## src/rtl/mem_access_pkg.sv

```systemverilog
`default_nettype none
// ============================================================================
//  Module   : mem_access_pkg
//  Purpose  : Shared types and constants for the load/store front end:
//             access-size encodings, FSM state type, address-width default
//             and the alignment check.
//  Revision : 1.0 - initial release
// ============================================================================
package mem_access_pkg;

  localparam int DEFAULT_ADDR_W = 16;

  localparam logic [1:0] SZ_BYTE = 2'b00;
  localparam logic [1:0] SZ_HALF = 2'b01;
  localparam logic [1:0] SZ_WORD = 2'b10;

  typedef enum logic [2:0] {
    IDLE  = 3'd0,
    READ  = 3'd1,
    WRITE = 3'd2,
    DONE  = 3'd3,
    ERR   = 3'd4
  } state_t;

  // A halfword must sit on an even byte, a word on a 4-byte boundary; the
  // reserved size code is never a legal access.
  function automatic logic is_misaligned(input logic [1:0] size, input logic [1:0] offset);
    logic w_bad;
    case (size)
      SZ_BYTE: w_bad = 1'b0;
      SZ_HALF: w_bad = offset[0];
      SZ_WORD: w_bad = (offset != 2'b00);
      default: w_bad = 1'b1;
    endcase
    return w_bad;
  endfunction

endpackage
`default_nettype wire

```

## src/rtl/mem_lane_align.sv

```systemverilog
`default_nettype none
// ============================================================================
//  Module   : mem_lane_align
//  Purpose  : Little-endian lane steering between 32-bit RAM words and
//             byte/halfword/word CPU data. Load side extracts and extends a
//             lane; store side merges new data into the previously read word.
//  Revision : 1.0 - initial release
// ============================================================================
module mem_lane_align
  import mem_access_pkg::*;
(
  input  logic [31:0] i_load_word,
  input  logic [31:0] i_store_word,
  input  logic [1:0]  i_offset,
  input  logic [1:0]  i_size,
  input  logic        i_unsigned_load,
  input  logic [31:0] i_store_data,
  output logic [31:0] o_load_value,
  output logic [31:0] o_merged_word
);

  logic [7:0]  w_byte;
  logic [15:0] w_half;

  // Load path: pick the addressed lane and sign- or zero-extend it.
  always_comb begin
    w_byte = i_load_word[{i_offset, 3'b000} +: 8];
    w_half = i_offset[1] ? i_load_word[31:16] : i_load_word[15:0];
    case (i_size)
      SZ_BYTE: o_load_value = {{24{~i_unsigned_load & w_byte[7]}}, w_byte};
      SZ_HALF: o_load_value = {{16{~i_unsigned_load & w_half[15]}}, w_half};
      default: o_load_value = i_load_word;
    endcase
  end

  // Store path: replace only the addressed lane(s); a word store replaces all.
  always_comb begin
    o_merged_word = i_store_word;
    case (i_size)
      SZ_BYTE: o_merged_word[{i_offset, 3'b000} +: 8] = i_store_data[7:0];
      SZ_HALF: begin
        if (i_offset[1]) o_merged_word[31:16] = i_store_data[15:0];
        else             o_merged_word[15:0]  = i_store_data[15:0];
      end
      default: o_merged_word = i_store_data;
    endcase
  end

endmodule
`default_nettype wire

```

## src/rtl/mem_access_unit.sv

```systemverilog
`default_nettype none
// ============================================================================
//  Module   : mem_access_unit
//  Purpose  : Byte-addressed load/store front end for a word-wide RAM.
//             Sub-word stores are done as read-modify-write; misaligned or
//             illegal requests are rejected without touching the RAM.
//  Revision : 1.0 - initial release
// ============================================================================
module mem_access_unit
  import mem_access_pkg::*;
#(
  parameter int ADDR_W = DEFAULT_ADDR_W
)(
  input  logic              Clock,
  input  logic              Reset,
  input  logic              Req,
  input  logic              Write,
  input  logic [1:0]        Size,
  input  logic              Unsigned,
  input  logic [ADDR_W-1:0] ByteAddr,
  input  logic [31:0]       StoreData,
  output logic              Busy,
  output logic              Done,
  output logic              Misaligned,
  output logic [31:0]       LoadData,
  output logic [ADDR_W-3:0] RamAddress,
  output logic              RamMemWrite,
  output logic [31:0]       RamWriteData,
  input  logic [31:0]       RamReadData
);

  state_t            r_state;
  state_t            w_next_state;
  logic              r_write;
  logic [1:0]        r_size;
  logic              r_unsigned;
  logic [1:0]        r_offset;
  logic [31:0]       r_store_data;
  logic [31:0]       r_word;
  logic [31:0]       r_load_data;
  logic [ADDR_W-3:0] r_ram_addr;
  logic              r_mem_write;
  logic              w_accept;
  logic              w_req_misaligned;
  logic              w_busy;
  logic              w_done;
  logic              w_misaligned;
  logic [31:0]       w_load_value;
  logic [31:0]       w_merged_word;

  assign w_req_misaligned = is_misaligned(Size, ByteAddr[1:0]);

  // DONE and ERR take a new request exactly like IDLE, so a CPU holding Req
  // gets back-to-back accesses with no idle cycle in between.
  assign w_accept = Req && ((r_state == IDLE) || (r_state == DONE) || (r_state == ERR));

  // Next-state decode and status outputs.
  always_comb begin
    w_next_state = r_state;
    w_busy       = (r_state != IDLE);
    w_done       = (r_state == DONE) || (r_state == ERR);
    w_misaligned = (r_state == ERR);
    case (r_state)
      IDLE, DONE, ERR: begin
        if (!Req)                               w_next_state = IDLE;
        else if (w_req_misaligned)              w_next_state = ERR;
        else if (Write && (Size == SZ_WORD))    w_next_state = WRITE;
        else                                    w_next_state = READ;
      end
      READ:    w_next_state = r_write ? WRITE : DONE;
      WRITE:   w_next_state = DONE;
      default: w_next_state = IDLE;
    endcase
  end

  // State register.
  always_ff @(posedge Clock or negedge Reset) begin
    if (!Reset) r_state <= IDLE;
    else        r_state <= w_next_state;
  end

  // Request latch, loaded on every accepted request.
  always_ff @(posedge Clock or negedge Reset) begin
    if (!Reset) begin
      r_write      <= 1'b0;
      r_size       <= SZ_BYTE;
      r_unsigned   <= 1'b0;
      r_offset     <= 2'b00;
      r_store_data <= '0;
    end else if (w_accept) begin
      r_write      <= Write;
      r_size       <= Size;
      r_unsigned   <= Unsigned;
      r_offset     <= ByteAddr[1:0];
      r_store_data <= StoreData;
    end
  end

  // RAM address holds between accesses; rejected requests leave it alone.
  // The write strobe is a flop set only for the cycle spent in WRITE.
  always_ff @(posedge Clock or negedge Reset) begin
    if (!Reset) begin
      r_ram_addr  <= '0;
      r_mem_write <= 1'b0;
    end else begin
      r_mem_write <= (w_next_state == WRITE);
      if (w_accept && !w_req_misaligned) r_ram_addr <= ByteAddr[ADDR_W-1:2];
    end
  end

  // Word register and load result, both captured at the close of READ.
  always_ff @(posedge Clock or negedge Reset) begin
    if (!Reset) begin
      r_word      <= '0;
      r_load_data <= '0;
    end else if (r_state == READ) begin
      r_word <= RamReadData;
      if (!r_write) r_load_data <= w_load_value;
    end
  end

  mem_lane_align u_align (
    .i_load_word     (RamReadData),
    .i_store_word    (r_word),
    .i_offset        (r_offset),
    .i_size          (r_size),
    .i_unsigned_load (r_unsigned),
    .i_store_data    (r_store_data),
    .o_load_value    (w_load_value),
    .o_merged_word   (w_merged_word)
  );

  assign Busy         = w_busy;
  assign Done         = w_done;
  assign Misaligned   = w_misaligned;
  assign LoadData     = r_load_data;
  assign RamAddress   = r_ram_addr;
  assign RamMemWrite  = r_mem_write;
  assign RamWriteData = (r_state == WRITE) ? w_merged_word : '0;

endmodule
`default_nettype wire

```

## config.mk

```make
export PLATFORM = sky130hd
export DESIGN_NAME = mem_access_unit
export DESIGN_NICKNAME = d
export VERILOG_FILES = /design/src/rtl/mem_access_pkg.sv /design/src/rtl/mem_lane_align.sv /design/src/rtl/mem_access_unit.sv
export SDC_FILE = /design/constraint.sdc
export NUM_CORES = 1
export LEC_CHECK = 0
export CELL_PAD_IN_SITES_DETAIL_PLACEMENT = 1
export CELL_PAD_IN_SITES_GLOBAL_PLACEMENT = 2
export CORE_MARGIN = 5
export CORE_UTILIZATION = 32
export CTS_CLUSTER_DIAMETER = 100
export CTS_CLUSTER_SIZE = 12
export DETAILED_ROUTE_END_ITERATION = 6
export HOLD_SLACK_MARGIN = 0.03
export PLACE_DENSITY = 0.84
export SKIP_CTS_REPAIR_TIMING = 1
export SLEW_MARGIN = 20
export SYNTH_ARGS = -nofsm -noshare
export SYNTH_HDL_FRONTEND = slang
export SYNTH_HIERARCHICAL = 1
export SYNTH_SLANG_ARGS = --single-unit
```

## constraint.sdc

```tcl
create_clock -name Clock -period 2.76 [get_ports Clock]
set_input_delay 0.414 -clock Clock [delete_from_list [all_inputs] [get_ports Clock]]
set_output_delay 0.414 -clock Clock [all_outputs]
set_load 0.01 [all_outputs]
```

==> run summary <==
Ys Warns - 6
fin worst setup slack - -166 ps
Post-synth EDFFs - 0
antenna violations before repair - 0
Clk pin slew, worst setup/hold paths - 60 ps
clock skew - 5.47 ps
Hold Path Class - in -> async
total clock sinks - 120
Static Leak - 4.38 nW
biggest fanout along the worst timing path - 6
Final ANT Viol Nets - 0
Clk network pwr share - 17.7%
drt pass-1 iters - 5
status - finished, violations left
CTS tree - built
Iteration-0 DRC Markers - 305
commonest cells after routing, fill and taps aside - clkdlybuf4s50_1, dfrtp_1, mux2_2
num rows - 53
Final Cycle Share - 106%
Vias/cell - 5.22
Comb pwr share - 54.5%
worst-skew pair later-pin latency - 410 ps
core box area - 0.0208 mm²
GRT overflow - 0
max cap viols - 0
largest net degree at the start of global routing - 55
register-to-register setup slack - 510 ps
Worst Tran Pin Value - 717 ps
RSZ-0062 raised after global routing - yes
wire per inst - 22.3 µm
Final nets - 877
Mapped Cells - 592
overall routing resource usage - 20.0%
final design utilization - 46.2%
vias in the first global route - 6202
ANT cells - 0
Layout Area Growth over Synthesis - 43.6%
CTS H-Tree Depth - 4
sw frac - 38.8%
RR Startpoint - r_offset[1]
share of cells above drive strength 1 - 31.8%
num ports - 169
#FFs+latches synth - 120
Die Area - 0.0239 mm²
Flop pwr share - 27.8%
Hold Violations, Final - 0
DRT Wirelength - 23900 µm
Final min period - 2930 ps
Mapped Nets - 684
Buffers on Ports - 168
overall power - 0.0125 W
clk root buf - clkbuf_16
Netlist cell types - 54
failing checks - negative setup slack
Buf+Inv Stages, Crit Path - 2
sw power - 0.00484 W
WS Path Type - reg -> out
Int Power - 0.00763 W
R2R cell count - 8
total CTS buffers - 17
Worst Setup End Kind - output pin
Async SR Flop Fraction - 100%
cell chain of the critical path - inv_2 > ha_4 > and3b_2 > nand3_1 > nor2_2 > a221o_1 > and2_1 > clkdlybuf4s50_1
Max Freq - 342 MHz
most common cell after layout, fill and taps aside - clkdlybuf4s50_1
HPWL Detailed - 17900 µm
Crit path largest cell delay - 470 ps
via count - 5596
Initial Utilization - 32.2%
pwr dens - 1290 mW/mm²
die width - 155 µm
Worst Setup Start Kind - flip-flop
# setup viols final - 13
Die H - 155 µm
post-synthesis average cell area - 11.3 µm²
WP data arrival - 2510 ps
residual DRC count - 0
Worst EP required - 2350 ps
Max rail drop VDD - 0.000452 V
clock buffer depth - 2
Slew headroom - 52.2%
Placer Congestion - 0.860
Crit-path slowest cell - clkdlybuf4s50_1
Crit Reg-Reg Endpoint - LoadData[31]
Synth Flop Type - dfrtp_1
sequential fraction of the synthesis area - 44.8%
synthesized area - 0.00670 mm²
Final Max Tran Viols - 0
family with the most delay on the worst path - simple AND/OR/NAND/NOR gates
first-pass GRT wire length - 37100 µm
cells in the mapped netlist, types with 6 or more instances:
cell / number / area [µm²]
nand3_1: 6 / 30.0
a221o_1: 18 / 180
clkbuf_1: 18 / 67.6
nor2_1: 8 / 30.0
a22o_1: 10 / 87.6
a21oi_1: 21 / 105
a221oi_1: 8 / 70.1
nor3b_1: 10 / 75.1
o21ai_0: 28 / 140
nand2b_1: 7 / 43.8
and2_1: 33 / 206
mux2_2: 100 / 1130
nor2b_1: 9 / 56.3
buf_2: 12 / 60.1
nand2_1: 61 / 229
mux2_4: 16 / 240
a21oi_2: 10 / 87.6
dfrtp_1: 120 / 3000
a22oi_1: 10 / 75.1
a211o_1: 7 / 61.3
mux2i_1: 20 / 200
routing by layer:
layer	track usage (%)	part of all wire [%]	vias to the layer above
li1	-	-	2552
met2	32.9	49	155
met5	0	0	-
met1	26.5	44	2861
met4	5.72	2.1	0
met3	4.76	5.1	28
power groups by stage:
stage | Combinational (W) | Clock [W] | Sequential (W)
global route | 0.00731 | 0.00235 | 0.00357
detailed placement | 0.00658 | 0 | 0.00346
finish | 0.00679 | 0.00221 | 0.00347
global placement | 0.00642 | 0 | 0.00343
CTS | 0.00663 | 0.00226 | 0.00346
floorplan | 0.00386 | 0 | 0.00331
state kept, by name (all words and copies together) (netlist names):
| register | flops |
|---|---|
| LoadData | 32 |
| RamAddress | 14 |
| RamMemWrite | 1 |
| r_offset | 2 |
| r_size | 2 |
| r_state | 3 |
| r_store_data | 32 |
| r_unsigned | 1 |
| r_word | 32 |
| r_write | 1 |
stage by stage:
stage                     instance area [µm²]  hold slack (ps)  TNS, ps  worst slack, ps  instances
after global placement                   8840              487        0             59.8       1034
after detailed placement                 8840              499        0             45.5       1034
final                                    9630             40.1    -1070             -166       1073
after CTS                                9430             78.3   -10860             -400       1066
after global routing                     9630              101    -2850             -294       1073
after floorplan                          6700              118        0              168        592
worst reg2reg max path: cells and delay by family (launching register included):
family | cells | cell delay [ps]
muxes | 2 | 570
AOI/OAI and AO/OA | 3 | 590
DFF | 1 | 370
buffers and inverters | 3 | 590
logic make-up after synthesis:
kind of cell / synth area share (%)
AO/OA/AOI/OAI: 14.2
AND/OR/NAND/NOR: 13.1
multiplexers: 23.4
flip-flops: 44.8
buffers and inverters: 3.60
adder cells (fa/ha/maj): 0.933
area by class of cell:
class | instances | area (µm²)
fill | 2249 | 11200
sequential | 120 | 3010
multi-input combinational | 425 | 3590
clock inverter | 10 | 119
tap | 275 | 344
clock buffer | 22 | 464
timing repair buffer | 215 | 2080
inverter | 6 | 26.3
how the worst max path moves through the flow:
stage,startpoint,end,slack (ps),depth (start not counted)
6_report,r_offset[1],RamWriteData[13],-170,8
5_1_grt,r_offset[0],RamWriteData[13],-290,8
4_1_cts,r_offset[1],RamWriteData[5],-400,8
3_5_place_dp,r_offset[1],RamWriteData[5],50,9
3_3_place_gp,r_offset[1],RamWriteData[13],60,9
2_1_floorplan,r_offset[1],RamWriteData[13],170,10
Power figures use the tool's default switching activity.
